**config.mk**
```make
export PLATFORM = sky130hd
export DESIGN_NAME = steer_en
export DESIGN_NICKNAME = d
export VERILOG_FILES = /design/src/rtl/segway_pkg.sv /design/src/rtl/steer_en_tmr.sv /design/src/rtl/steer_en.sv
export SDC_FILE = /design/constraint.sdc
export NUM_CORES = 1
export LEC_CHECK = 0
export BUFFER_PORTS_ARGS = -buffer_cell sky130_fd_sc_hd__buf_2
export CAP_MARGIN = 10
export CORE_MARGIN = 1
export CORE_UTILIZATION = 45
export CTS_CLUSTER_SIZE = 8
export DETAILED_ROUTE_END_ITERATION = 10
export HOLD_SLACK_MARGIN = 0.02
export SLEW_MARGIN = 20
export SYNTH_ARGS = -nofsm -noshare
export SYNTH_HDL_FRONTEND = slang
export SYNTH_SLANG_ARGS = --single-unit
```
**constraint.sdc**
```tcl
create_clock -name clk -period 5.4 [get_ports clk]
set_clock_uncertainty 0.1 [all_clocks]
set_input_delay 0.27 -clock clk [delete_from_list [all_inputs] [get_ports clk]]
set_output_delay 0.27 -clock clk [all_outputs]
set_load 0.01 [all_outputs]
```
**src/rtl/segway_pkg.sv**
```systemverilog
// Shared types and default thresholds for the segway rider/steering logic.
package segway_pkg;

    typedef enum logic [1:0] {
        IDLE     = 2'd0,
        WAIT     = 2'd1,
        STEER_EN = 2'd2
    } steer_state_t;

    localparam logic [11:0] DEF_MIN_RIDER_WT  = 12'h200;
    localparam logic [7:0]  DEF_WT_HYSTERESIS = 8'h40;

endpackage

```
**src/rtl/steer_en_tmr.sv**
```systemverilog
// Stability timer: 26-bit up-counter with a selectable terminal count.
module steer_en_tmr #(
    parameter bit fast_sim = 1'b0
) (
    input  logic clk,
    input  logic rst_n,
    input  logic clr,
    input  logic en,
    output logic full
);

    logic [25:0] tmr;

    always_ff @(posedge clk or negedge rst_n) begin
        if (!rst_n) begin
            tmr <= 26'd0;
        end else if (clr) begin
            tmr <= 26'd0;
        end else if (en) begin
            tmr <= tmr + 26'd1;
        end
    end

    assign full = fast_sim ? (&tmr[14:0]) : (&tmr);

endmodule

```
**src/rtl/steer_en.sv**
```systemverilog
// Rider presence/balance detection; enables steering after a stable period.
module steer_en
    import segway_pkg::*;
#(
    parameter bit          fast_sim      = 1'b0,
    parameter logic [11:0] MIN_RIDER_WT  = DEF_MIN_RIDER_WT,
    parameter logic [7:0]  WT_HYSTERESIS = DEF_WT_HYSTERESIS
) (
    input  logic        clk,
    input  logic        rst_n,
    input  logic [11:0] lft_ld,
    input  logic [11:0] rght_ld,
    output logic        en_steer,
    output logic        rider_off
);

    localparam logic [12:0] SUM_HI = {1'b0, MIN_RIDER_WT} + {5'd0, WT_HYSTERESIS};
    localparam logic [12:0] SUM_LO = {1'b0, MIN_RIDER_WT} - {5'd0, WT_HYSTERESIS};

    steer_state_t state, next_state;

    logic [12:0] sum;
    logic [12:0] diff;
    logic [11:0] diff_abs;
    logic        sum_gt_min, sum_lt_min, diff_gt_1_4, diff_gt_15_16;
    logic        clr_tmr, tmr_full;

    assign sum      = {1'b0, lft_ld} + {1'b0, rght_ld};
    assign diff     = {1'b0, lft_ld} - {1'b0, rght_ld};
    assign diff_abs = diff[12] ? (~diff[11:0] + 12'd1) : diff[11:0];

    assign sum_gt_min    = sum > SUM_HI;
    assign sum_lt_min    = sum < SUM_LO;
    assign diff_gt_1_4   = {1'b0, diff_abs} > (sum >> 2);
    assign diff_gt_15_16 = {1'b0, diff_abs} > (sum - (sum >> 4));

    steer_en_tmr #(
        .fast_sim(fast_sim)
    ) u_tmr (
        .clk  (clk),
        .rst_n(rst_n),
        .clr  (clr_tmr),
        .en   (state == WAIT),
        .full (tmr_full)
    );

    always_comb begin
        next_state = state;
        clr_tmr    = 1'b0;
        case (state)
            IDLE: begin
                if (sum_gt_min) begin
                    next_state = WAIT;
                    clr_tmr    = 1'b1;
                end
            end
            WAIT: begin
                if (sum_lt_min) begin
                    next_state = IDLE;
                end else if (diff_gt_1_4) begin
                    clr_tmr = 1'b1;
                end else if (tmr_full) begin
                    next_state = STEER_EN;
                end
            end
            STEER_EN: begin
                if (sum_lt_min) begin
                    next_state = IDLE;
                end else if (diff_gt_15_16) begin
                    next_state = WAIT;
                    clr_tmr    = 1'b1;
                end
            end
            default: next_state = IDLE;
        endcase
    end

    // Outputs decode next_state so they line up with the state register.
    always_ff @(posedge clk or negedge rst_n) begin
        if (!rst_n) begin
            state     <= IDLE;
            en_steer  <= 1'b0;
            rider_off <= 1'b1;
        end else begin
            state     <= next_state;
            en_steer  <= (next_state == STEER_EN);
            rider_off <= (next_state == IDLE);
        end
    end

endmodule

```
=== After elaboration in Yosys (flattened, before gate mapping) ===
Cells that the tools add are included.

* Register bits: 30
* Output and inout bits: 2
* Logic and storage cells: 37

* Add/subtract/negate cells: 5
* Magnitude comparators: 4
* Equal/unequal tests: 3
* Mux-type cells: 16
* Bitwise logic cells: 1
* Reduce and logical (&&, ||, !) cells: 4

{| class="wikitable"
|+ Operators with widths
! operator !! count
|-
| $mux W26 || 2
|-
| $add A26 B1 Y26 const B || 1
|-
| $reduce_and A26 Y1 || 1
|-
| $add A12 B12 Y13 || 1
|-
| $gt A12 B13 Y1 || 1
|-
| $gt A13 B10 Y1 const B || 1
|-
| $lt A13 B9 Y1 const B || 1
|-
| $sub A12 B12 Y13 || 1
|-
| $sub A13 B9 Y13 || 1
|-
| $add A12 B1 Y12 const B || 1
|-
| $gt A12 B11 Y1 || 1
|-
| $mux W12 || 1
|-
| $mux W2 || 6
|-
| $not A12 Y12 || 1
|-
| $pmux W2 S3 || 1
|-
| $mux W1 || 5
|-
| $eq A2 B2 Y1 const B || 2
|-
| $logic_not A2 Y1 || 2
|-
| $pmux W1 S3 || 1
|-
| $eq A2 B1 Y1 const B || 1
|-
| $reduce_bool A2 Y1 || 1
|}

=== Logic depth before layout (Yosys ltp) ===
Gate-level depths: netlist of run 1.

* Depth after elaboration: 9
* Mapped depth: 29

=== Cells and area by module ===
A second synthesis of run 1 with hierarchy kept.

* Cells, all modules: 548
* Area, all modules: 4,565.6 um^2

{| class="wikitable"
|+ By module, submodules not included
! module !! instances !! cells each !! area each (um^2)
|-
| steer_en || 1 || 403 || 3,186.8
|-
| steer_en_tmr || 1 || 145 || 1,378.8
|}

=== Worst setup path after synthesis of run 1 ===
Ideal clock, no wire load.

* Path type: input-to-reg
* From: input port rght_ld[4]
* To: register u_tmr.tmr[14]
* Arrival time: 5.326 ns
* Required time: 5.181 ns
* Setup slack: -0.145 ns
* Stages on the path: 29
* Path buffers: 2
* Path through: inv_1 > ha_1 > buf_4 > nor2_4 > a211oi_4 > nand2_1 > xor2_1 > ha_1 > nor2b_1 > o21ai_0 > nand2b_1 > a21o_1 > a21o_1 > a21o_2 > a21oi_1 > nor2_1 > o31ai_1 > nand2_1 > xnor2_1 > ha_1 > nand2_1 > nor2_1 > a221oi_1 > a21o_1 > a31oi_4 > a21boi_2 > o41ai_4 > buf_6 > nor2_2

* Cells in the longest elaborated chain, start to end: 9

{| class="wikitable"
|+ RTL lines
! element !! RTL line !! RTL
|-
| start, declared || steer_en.sv:12 || <nowiki>input logic [11:0] rght_ld,</nowiki>
|-
| $sub A12 B12 Y13 || steer_en.sv:29 || <nowiki>assign diff = {1'b0, lft_ld} - {1'b0, rght_ld};</nowiki>
|-
| $not A12 Y12 || steer_en.sv:30 || <nowiki>assign diff_abs = diff[12] ? (~diff[11:0] + 12'd1) : diff[11:0];</nowiki>
|-
| $add A12 B1 Y12 || steer_en.sv:30 ||
|-
| $mux W12 || steer_en.sv:30 ||
|-
| $gt A12 B13 Y1 / $gt A12 B11 Y1 (equally long branches) || steer_en.sv:35, steer_en.sv:34 ||
|-
| $mux W1, on equally long branches || steer_en.sv:69, steer_en.sv:60 ||
|-
| $mux W1, on equally long branches || steer_en.sv:67, steer_en.sv:58 ||
|-
| $pmux W1 S3 (*) || steer_en.sv:50 || <nowiki>case (state)</nowiki>
|-
| $mux W26 / $reduce_bool A2 Y1 (equally long branches) || - ||
|-
| end signal, assigned || steer_en_tmr.sv:20 || <nowiki>tmr <= tmr + 26'd1;</nowiki>
|-
| end, declared || steer_en_tmr.sv:12 || <nowiki>logic [25:0] tmr;</nowiki>
|}

Every way passes the cells marked *; elsewhere a longest branch is shown, timed or not.
A chain may end at the register's enable or synchronous reset.

=== Worst setup path after layout of run 1 ===
* From: input port lft_ld[0]
* To: register u_tmr.tmr[14]

* Cells in the longest elaborated chain, start to end: 9

{| class="wikitable"
|+ RTL lines
! element !! RTL line !! RTL
|-
| start, declared || steer_en.sv:11 || <nowiki>input logic [11:0] lft_ld,</nowiki>
|-
| $sub A12 B12 Y13 || steer_en.sv:29 ||
|-
| $not A12 Y12 || steer_en.sv:30 ||
|-
| $add A12 B1 Y12 || steer_en.sv:30 ||
|-
| $mux W12 || steer_en.sv:30 ||
|-
| $gt A12 B13 Y1 / $gt A12 B11 Y1 (equally long branches) || steer_en.sv:35, steer_en.sv:34 ||
|-
| $mux W1, on equally long branches || steer_en.sv:69, steer_en.sv:60 ||
|-
| $mux W1, on equally long branches || steer_en.sv:67, steer_en.sv:58 ||
|-
| $pmux W1 S3 (*) || steer_en.sv:50 ||
|-
| $mux W26 / $reduce_bool A2 Y1 (equally long branches) || - ||
|}

Marked as above.

==> key figures, run 1 <==
Synthesis
  – Number of synthesized flops with an enable pin: 0
  – Xor and xnor area share after synthesis: 13.08%
  – YS warnings: 0
  – Top cell type's share of synthesized area: 16.77%
  – Simple-gate portion of the synthesized area: 22.31%
  – Top_reg_cell synth: dfrtp_1
  – Largest family of logic cells by synthesized area: simple AND/OR/NAND/NOR gates
  – Adder-Cell Fraction of Synth Area: 18.36%
  – Avg Cell Area, Syn: 8.547 sq um
  – Post-synth design cell area: 4402 sq um
  – Syn Inst Count: 515
  – Compound-Gate Fraction of Synth Area: 21.75%
  – Library cell with the largest summed area after synthesis: ha_1
  – Proportion of synthesized area in mux cells: 1.620%
  – #FFs+latches synth: 30
  – Largest cells by area after synthesis: ha_1 (17%), dfrtp_1 (16%), xnor2_1 (6.8%), xor2_1 (5.6%), nor2_1 (4.0%)
  – Fraction of registers with async set/reset: 100.0%
  – Sequential share of the synthesized area: 17.08%
  – Distinct cells, synth: 77
  – Most frequent cells after synthesis: ha_1 (59), nor2_1 (47), nand2_1 (38)
  – Cell with the most instances after synthesis: ha_1
  – Syn Nets: 603

Final layout
  – Net count reported at finish: 658
  – Synth-to-Final Area Change: 13.27%
  – Cell area after layout: 4986 sq um
  – Fraction of layout cells with a size suffix above 1: 23.90%
  – # diodes: 0

Critical path
  – R2R cell count: 9
  – Crit-path slowest cell: fa_1
  – Arr. time, crit path: 5.16 ns
  – CP Launch Type: primary input
  – Critical path class: in2reg
  – Worst R2R Setup Slack: 2.66 ns
  – WP data required: 5.46 ns
  – CP Max Fanout: 13
  – Largest delay share family, worst path: compound AO/OA/AOI/OAI gates
  – Worst R2R End: u_tmr.tmr[21]
  – Buf/Inv on CP: 4
  – Max incr delay on CP: 0.38 ns
  – Worst reg2reg path startpoint: state[1]
  – Worst Setup End Kind: flop

Global route
  – Gr usage total: 19.91%
  – Initial antenna violation count: 0
  – Vias in the first global route: 3619
  – Total grt overflow: 0
  – First-pass GRT wire length: 16320 microns
  – Largest net degree at the start of global routing: 31

CTS
  – Sink Count: 30
  – CTS H-tree depth: 2
  – Reg clk slew, reported paths: 0.06 ns
  – CTS Buf Count: 5
  – Clk root buf: clkbuf_8
  – Worst-Skew Late Latency: 0.27 ns
  – Clock buffer depth: 2
  – CTS tree: built

Drt
  – Post-route ant nets: 0
  – Routed wire length per instance: 14.00 microns
  – DRT Pass-1 Iters: 4
  – Drc violations: 0
  – Final wirelength: 9775 microns
  – Initial detailed-routing violation count: 88
  – Via density: 5.277
  – Via count: 3683

Die
  – I/O pin count: 28
  – Die width: 100.9 microns
  – Site row count: 35
  – Initial Util: 46.97%
  – Die Footprint: 10180 sq um
  – Total core area: 9371 sq um
  – Die Height: 100.9 microns

Timing
  – Pins Over Slew Limit: 0
  – Final Hold Viols: 0
  – Max_slew headroom: 51.01%
  – Setup Viol. Count Final: 0
  – Tcrit/Tclk final: 94.38%
  – Pin slew with the least headroom to its limit: 0.7349 ns
  – Final Critical Period: 5.096 ns
  – Hold WS: 0.4460 ns
  – F_max: 196.2 MHz
  – RSZ-0062 raised after global routing: no

Place
  – GPL Wtd Cong: 0.8156
  – DP HPWL: 7904 microns
  – Number of port buffers: 27
  – Post-Place Cell Area: 4835 sq um

Worst hold path
  – Worst hold path startpoint: u_tmr.tmr[16]
  – Hold endpoint: u_tmr.tmr[16]
  – Hold path cells: 2
  – Worst Hold Class: reg2reg

Power and ir drop
  – Max VDD drop: 0.0001229 V
  – Overall Power: 1.554 mW
  – Lkg Pwr: 2.254 nW
  – PD cells: 311.7 nW/um^2

Run
  – Max-Cap Viols: 0

Status
  – Outcome: finished, final reports clean
-- metal layers --
| layer | vias up | wire length, microns | global-route usage (%) | share of wire [%] |
|---|---|---|---|---|
| li1 | 1909 | - | - | - |
| met1 | 1719 | 4531 | 23.84 | 46 |
| met2 | 46 | 4982 | 37.93 | 51 |
| met3 | 9 | 151 | 2.011 | 1.5 |
| met4 | 0 | 110 | 4.571 | 1.1 |
| met5 | - | 0 | 0 | 0 |
-- through the flow --
step	setup slack, ns	util, %	TNS, ns	instances
2_1_floorplan	0.05323	-	0	515
3_3_place_gp	0.06701	51.59	0	688
3_5_place_dp	-0.02129	51.59	-0.2192	688
4_1_cts	0.2527	52.58	0	695
5_1_grt	0.008875	53.20	0	698
6_report	0.3036	53.20	0	698
-- sequential cells by signal, summed over array words and instances (netlist names) --
name,flops
u_tmr.tmr,26
state,2
en_steer,1
rider_off,1
-- worst max path at each step --
stage | depth (start not counted) | end | slack, ns | from
3_5_place_dp | 29 | u_tmr.tmr[23] | -0.02 | lft_ld[0]
5_1_grt | 30 | u_tmr.tmr[11] | 0.009 | lft_ld[0]
3_3_place_gp | 29 | u_tmr.tmr[22] | 0.07 | rght_ld[4]
6_report | 30 | u_tmr.tmr[14] | 0.30 | lft_ld[0]
4_1_cts | 29 | u_tmr.tmr[2] | 0.25 | lft_ld[0]
2_1_floorplan | 29 | u_tmr.tmr[14] | 0.05 | rght_ld[4]
-- worst reg2reg max path: cells and delay by family (launching register included) --
family | cells | cell delay, ns
and+or+nand+nor | 6 | 1.37
adders and majority gates | 1 | 0.45
DFF | 1 | 0.43
xor gates and xnor gates | 1 | 0.17
buffers and inverters | 1 | 0.10
-- cells in the final DEF, fill, tap and decap left out, types with 4 or more instances in the layout --
cell / count
ha_1: 57
nor2_1: 46
nand2_1: 38
inv_1: 37
xnor2_1: 33
buf_4: 31
dfrtp_1: 29
xor2_1: 27
buf_2: 27
o21ai_0: 23
nor2_2: 21
a21oi_1: 20
nand3_1: 16
nand2b_1: 14
a21o_1: 10
or3_1: 8
a31oi_1: 8
nor2b_1: 7
nand4_1: 7
mux2i_1: 6
clkbuf_8: 6
nor3_1: 5
and3_1: 5
a31oi_4: 4
o211ai_2: 4
-- cells by family (layout without fill, tap and decap cells) --
logic type	Yosys count	after routing
buffers and inverters	50	104
adder cells (fa/ha/maj)	63	63
AO/OA/AOI/OAI	113	113
multiplexers	7	7
flip-flops	30	30
XOR/XNOR	64	64
AND/OR/NAND/NOR	188	188
-- power breakdown --
part / switching [mW] / internal [mW]
logic: 0.612 / 0.515
registers: 0.0123 / 0.241
clock network: 0.0756 / 0.0980
total: 0.700 / 0.854
-- timing repair --
item                                    CTS  global route
setup buffers                             0             2
endpoints found under the setup margin    0            26
hold endpoints to repair                 29             0
hold buffers                              1             0
gates resized for setup                   0             6
-- layout make-up --
cell class / instances / area [sq um]
Clock buffer: 6 / 82.58
Multi-Input combinational cell: 435 / 3428
Tap cell: 129 / 161.4
Inverter: 37 / 138.9
Sequential cell: 30 / 752.0
Timing Repair Buffer: 61 / 422.9
Fill cell: 907 / 4385
(Power assumes the default switching activity.)
==> inputs of run 2 (changes only) <==
==> constraint.sdc (replaced) <==
create_clock -name clk -period 5.4 [get_ports clk]
set_clock_uncertainty 0.1 [all_clocks]
set_input_delay 1.08 -clock clk [delete_from_list [all_inputs] [get_ports clk]]
set_output_delay 1.08 -clock clk [all_outputs]
set_load 0.01 [all_outputs]
==> run 2 against run 1 <==
The flow now finishes with violations (negative setup slack). Routed wire length is 16% higher. Die area stayed put. Register-to-register slack got worse by 0.17 ns. Setup slack worse by 0.62 ns. Combinational power up 36%. Total power is 27% higher. Worst hold slack better by 0.019 ns. Critical path type unchanged. Sequential power is essentially flat. Count of clock-buffer cells in the layout increased by 1. Core utilization grew 10 points. Global-route usage is 3.9 points higher.
==> key figures, run 2 (synthesis results as in run 1) <==
Status
  – Outcome: finished, violations left
  – Failing checks: negative setup slack

Timing
  – Final Critical Period: 5.717 ns
  – Max_slew headroom: 55.72%
  – Final Hold Viols: 0
  – Tcrit/Tclk final: 105.9%
  – Setup Viol. Count Final: 30
  – Final setup margin: -0.3173 ns
  – RSZ-0062 raised after global routing: yes
  – Pins Over Slew Limit: 0
  – Pin slew with the least headroom to its limit: 0.6643 ns
  – F_max: 174.9 MHz
  – Hold WS: 0.4655 ns

Critical path
  – Worst R2R Setup Slack: 2.49 ns
  – Critical path class: in2reg
  – CP Launch Type: primary input
  – Worst R2R End: u_tmr.tmr[21]
  – Max incr delay on CP: 0.37 ns
  – Worst Setup End Kind: flop
  – CP Max Fanout: 7
  – Worst reg2reg path startpoint: state[1]
  – Crit-path slowest cell: fa_2
  – R2R cell count: 9
  – Arr. time, crit path: 5.84 ns
  – WP data required: 5.52 ns

Drt
  – Final wirelength: 11300 microns
  – DRT Pass-1 Iters: 4
  – Drc violations: 0
  – Routed wire length per instance: 14.47 microns
  – Via count: 4083
  – Via density: 5.228
  – Post-route ant nets: 0
  – Initial detailed-routing violation count: 110

CTS
  – Worst-Skew Late Latency: 0.28 ns
  – Sink Count: 30
  – CTS tree: built
  – CTS H-tree depth: 2
  – Reg clk slew, reported paths: 0.07 ns
  – CTS Buf Count: 5
  – Clk root buf: clkbuf_8
  – Clock buffer depth: 2

Die
  – Die Height: 100.9 microns
  – I/O pin count: 28
  – Die width: 100.9 microns
  – Initial Util: 46.97%
  – Total core area: 9371 sq um
  – Die Footprint: 10180 sq um
  – Site row count: 35

Final layout
  – Synth-to-Final Area Change: 34.99%
  – Top reg by flops: u_tmr.tmr
  – Most common cell after layout, fill and taps aside: buf_4
  – Net count reported at finish: 739
  – Biggest regs: u_tmr.tmr (26), state (2)
  – Cell area after layout: 5942 sq um
  – Fillcell total: 817
  – Non-Filler Instances: 781
  – Highest-count cells in the layout ignoring fill and taps: buf_4 (108), ha_1 (53), nor2_1 (40), nand2_1 (35), inv_1 (31)
  – Largest register FFs: 26
  – Fraction of layout cells with a size suffix above 1: 38.34%
  – Storage cell area: 752.0 sq um
  – # diodes: 0
  – Area of the multi-input gates: 3672 sq um

Global route
  – First-pass GRT wire length: 19230 microns
  – Vias in the first global route: 4081
  – Largest net degree at the start of global routing: 31
  – Gr usage total: 23.78%
  – Total grt overflow: 0
  – Initial antenna violation count: 0

Power and ir drop
  – Lkg Pwr: 2.703 nW
  – Max VDD drop: 0.0001350 V
  – PD cells: 333.5 nW/um^2
  – Overall Power: 1.982 mW

Place
  – DP HPWL: 8594 microns
  – GPL Wtd Cong: 0.8320
  – Number of port buffers: 27
  – Pre-CTS setup slack: -0.6398 ns
  – Post-Place Cell Area: 5346 sq um
  – Cell count after placement: 749

Worst hold path
  – Worst hold path startpoint: u_tmr.tmr[9]
  – Hold path cells: 2
  – Hold endpoint: u_tmr.tmr[9]
  – Worst Hold Class: reg2reg

Run
  – Max-Cap Viols: 0
run 2: cell count changes in the layout (fill, tap and decap cells not counted), sizes merged:
cell	change
buf	+83
clkinv	+1
dlygate4sd3	-1
run 2: power by group:
group / total (mW) / switching [mW] / internal, mW / leakage [nW]
sequential: 0.251 / 0.0108 / 0.240 / 0.412
clock: 0.190 / 0.0873 / 0.103 / 0.0482
combinational: 1.54 / 0.763 / 0.777 / 2.24
run 2: timing repair:
action | 4_1_cts | 5_1_grt
setup endpoints to repair | 30 | 30
resized for setup | 48 | 16
pin swaps | 13 | 12
setup buffers | 16 | 6
cloned | 3 | 0
endpoints found under the hold margin | 0 | 0
hold buffers | 0 | 0
run 2: worst max path at each step:
| stage | depth (start not counted) | from | to |
|---|---|---|---|
| global placement | 28 | rght_ld[1] | u_tmr.tmr[0] |
| CTS | 31 | rght_ld[0] | u_tmr.tmr[16] |
| finish | 31 | rght_ld[0] | u_tmr.tmr[11] |
| floorplan | 29 | rght_ld[4] | u_tmr.tmr[11] |
| detailed placement | 27 | rght_ld[1] | u_tmr.tmr[2] |
| global route | 30 | rght_ld[0] | u_tmr.tmr[5] |
run 2: layout make-up:
type / instances / share of cell area (%)
clock buffers: 7 / 1.453
clock inverters: 1 / 0.08423
inverters: 37 / 2.590
multi-input cells: 435 / 61.80
flip-flops and latches: 30 / 12.66
well taps: 129 / 2.716
repair buffers: 142 / 18.70
run 2: critical path: cells and delay by family:
kind / cells / cell delay (ns)
compound gates: 12 / 1.77
simple gates: 5 / 0.54
fa+ha+maj: 5 / 1.31
xor+xnor: 2 / 0.36
buf+inv: 7 / 0.78
run 2: stage by stage:
stage / TNS (ns) / utilization, %
finish: -6.969 / 63.40
global route: -13.41 / 63.40
CTS: -4.820 / 62.51
detailed placement: -17.82 / 57.05
global placement: -14.60 / 57.05
floorplan: -13.82 / -
run 2: routing by layer:
metal  up-vias  GRT usage [%]  routed length (microns)
li1       2076              -                        -
met1      1948          33.87                     5694
met2        53          39.57                     5307
met3         6          2.635                      242
met4         0          3.122                       57
met5         -              0                        0
==> inputs of run 3 (changes only) <==
--- a/config.mk
+++ b/config.mk
@@ -15,4 +15,5 @@
 export SLEW_MARGIN = 20
 export SYNTH_ARGS = -nofsm -noshare
 export SYNTH_HDL_FRONTEND = slang
+export SYNTH_HIERARCHICAL = 1
 export SYNTH_SLANG_ARGS = --single-unit
==> run 3 against run 2 <==
Highest routed layer unchanged. Global-route usage rose by 1.4 points. Clock power is essentially flat. Via count is 19% higher. The flow still finishes with violations (negative setup slack). Routed wire length up 19%. Core utilization up 3.5 points. Die area up 3.7%. Count of clock-buffer cells in the layout unchanged. Critical path depth unchanged. Setup slack got worse by 0.62 ns.
==> key figures, run 3 <==
Synthesis
  – Cell with the most instances after synthesis: ha_1
  – Largest cells by area after synthesis: ha_1 (16%), dfrtp_1 (16%), xnor2_1 (6.1%), a21oi_1 (4.3%), inv_1 (3.7%)
  – Avg Cell Area, Syn: 8.331 sq um
  – Top_reg_cell synth: dfrtp_1
  – YS warnings: 6
  – Syn Nets: 636
  – Most frequent cells after synthesis: ha_1 (59), inv_1 (45), nor2_1 (40)
  – Library cell with the largest summed area after synthesis: ha_1
  – Top cell type's share of synthesized area: 16.17%
  – Post-synth design cell area: 4566 sq um
  – Sequential share of the synthesized area: 16.47%
  – #FFs+latches synth: 30
  – Distinct cells, synth: 84
  – Fraction of registers with async set/reset: 100.0%
  – Syn Inst Count: 548
  – Number of synthesized flops with an enable pin: 0

Die
  – Total core area: 9819 sq um
  – Initial Util: 46.50%
  – I/O pin count: 28
  – Die Footprint: 10550 sq um
  – Die width: 102.7 microns
  – Site row count: 36
  – Die Height: 102.7 microns

Timing
  – Tcrit/Tclk final: 117.4%
  – Pin slew with the least headroom to its limit: 0.6993 ns
  – Pins Over Slew Limit: 0
  – RSZ-0062 raised after global routing: yes
  – F_max: 157.7 MHz
  – Fin Setup TNS: -16.47 ns
  – Final setup margin: -0.9395 ns
  – Max_slew headroom: 53.38%
  – Final Critical Period: 6.339 ns
  – Final Hold Viols: 0
  – Setup Viol. Count Final: 30

Critical path
  – Worst Setup End Kind: flop
  – Worst reg2reg path startpoint: state[1]
  – Max incr delay on CP: 0.54 ns
  – Largest delay share family, worst path: compound AO/OA/AOI/OAI gates
  – Crit-path slowest cell: or4_4
  – CP Launch Type: primary input
  – Worst R2R Setup Slack: 2.89 ns
  – Buf/Inv on CP: 4
  – Critical path class: in2reg
  – Arr. time, crit path: 6.45 ns
  – CP Max Fanout: 3
  – R2R cell count: 7
  – Worst R2R End: u_tmr/tmr[23]
  – WP data required: 5.51 ns
  – Most common cell on crit path: a21oi_2

Worst hold path
  – Hold endpoint: u_tmr/tmr[25]
  – Hold path cells: 2
  – Worst Hold Class: reg2reg
  – Worst hold path startpoint: u_tmr/tmr[25]

Final layout
  – Highest-count cells in the layout ignoring fill and taps: buf_4 (165), ha_1 (54), inv_1 (42), nor2_1 (39), dfrtp_1 (29)
  – Non-Filler Instances: 867
  – Top reg by flops: u_tmr/tmr
  – Synth-to-Final Area Change: 43.98%
  – Most common cell after layout, fill and taps aside: buf_4
  – Net count reported at finish: 821
  – # diodes: 0
  – Largest register FFs: 26
  – Fraction of layout cells with a size suffix above 1: 40.19%
  – Biggest regs: u_tmr/tmr (26), state (2)

Place
  – Cell count after placement: 836
  – DP HPWL: 10360 microns
  – GPL Wtd Cong: 0.8818
  – Number of port buffers: 27

CTS
  – Sink Count: 30
  – Clk root buf: clkbuf_8
  – Clock buffer depth: 2
  – CTS Hold Bufs: 0
  – CTS Buf Count: 5
  – CTS H-tree depth: 2
  – Worst-Skew Late Latency: 0.28 ns
  – CTS tree: built
  – Reg clk slew, reported paths: 0.07 ns

Global route
  – Gr usage total: 25.17%
  – Vias in the first global route: 4503
  – Initial antenna violation count: 0
  – First-pass GRT wire length: 21040 microns
  – Largest net degree at the start of global routing: 31
  – Total grt overflow: 0

Drt
  – Post-Route M1 WL: 6541 microns
  – Routed met2 length: 6216 microns
  – Via count: 4839
  – Top routing layer in use: met4
  – Final wirelength: 13490 microns
  – Drc violations: 0
  – DRT Pass-1 Iters: 6
  – Routed wire length per instance: 15.55 microns
  – Initial detailed-routing violation count: 216
  – WL met3: 605 microns
  – Post-route ant nets: 0
  – Via density: 5.581

Status
  – Failing checks: negative setup slack
  – Outcome: finished, violations left

Power and ir drop
  – PD cells: 302.3 nW/um^2
  – Max VDD drop: 0.0001907 V
  – Lkg Pwr: 3.103 nW

Run
  – Max-Cap Viols: 0
run 3: cell count changes in the layout (fill, tap and decap cells not counted), moves of 7 or more:
| cell | before | now |
|---|---|---|
| xor2_1 | 27 | 18 |
| nand2b_1 | 14 | 6 |
| or4_1 | 0 | 10 |
| nor2_2 | 12 | 1 |
| inv_1 | 31 | 42 |
| nand2_1 | 35 | 23 |
| a21oi_1 | 19 | 27 |
| o21ai_2 | 0 | 7 |
| nor2_4 | 16 | 0 |
| buf_4 | 108 | 165 |
| a21oi_2 | 2 | 12 |
run 3: logic make-up after synthesis:
family                     share of synthesized area [%]
AOI/OAI and AO/OA                                  22.55
xor gates and xnor gates                           12.47
adders and majority gates                          17.70
buffers and inverters                              5.919
DFF                                                16.47
muxes                                              1.562
and+or+nand+nor                                    23.32
run 3: where the power goes:
| part | switching [mW] | total [mW] | leakage [nW] | internal, mW |
|---|---|---|---|---|
| clock network | 0.0857 | 0.188 | 0.0482 | 0.103 |
| registers | 0.0123 | 0.254 | 0.411 | 0.242 |
| logic | 0.761 | 1.54 | 2.64 | 0.783 |
| total | 0.859 | 1.99 | 3.10 | 1.13 |
run 3: area by class of cell:
type	instances	area [sq um]
clock buffers	7	86.33
clock inverters	1	5.005
fillers	860	3246
inverters	45	172.7
multi-input cells	454	3910
flip-flops and latches	30	752.0
well taps	133	166.4
repair buffers	197	1481
run 3: worst max-delay path by stage:
stage          cells past startpoint            end  slack, ns       start
5_1_grt                           30  u_tmr/tmr[20]      -1.24   lft_ld[0]
3_3_place_gp                      32  u_tmr/tmr[16]      -1.10  rght_ld[1]
6_report                          31  u_tmr/tmr[23]      -0.94   lft_ld[0]
4_1_cts                           29  u_tmr/tmr[16]      -0.79  rght_ld[1]
3_5_place_dp                      29  u_tmr/tmr[17]      -1.27   lft_ld[0]
2_1_floorplan                     29  u_tmr/tmr[20]      -0.97   lft_ld[0]
run 3: what timing repair did:
action / CTS / global route
setup endpoints to repair: 30 / 30
buffers inserted: 13 / 14
pin swaps: 26 / 39
gates resized for setup: 31 / 33
cloned: 0 / 1
run 3: layer usage:
| layer | vias up | track usage (%) |
|---|---|---|
| met5 | - | 0 |
| li1 | 2384 | - |
| met4 | 0 | 3.516 |
| met2 | 148 | 41.33 |
| met1 | 2291 | 36.08 |
| met3 | 16 | 2.915 |
run 3: stage by stage:
step	hold slack, ns	setup WS (ns)	total power, mW	util (%)	cell area, sq um
4_1_cts	0.4601	-0.7899	1.828	64.36	6320
2_1_floorplan	0.4047	-0.9748	1.101	-	4722
6_report	0.4572	-0.9395	1.987	66.95	6574
3_3_place_gp	0.4268	-1.099	1.550	61.12	6002
5_1_grt	0.4937	-1.242	2.134	66.95	6574
3_5_place_dp	0.4398	-1.273	1.588	61.12	6002
run 3: worst register-to-register path, stage by stage (launching register included):
cell,delay [ns]
dfrtp_1,0.44
inv_1,0.11
ha_1,0.61
o21a_2,0.32
buf_6,0.12
nand3_4,0.06
or4_4,0.54
a21oi_2,0.15
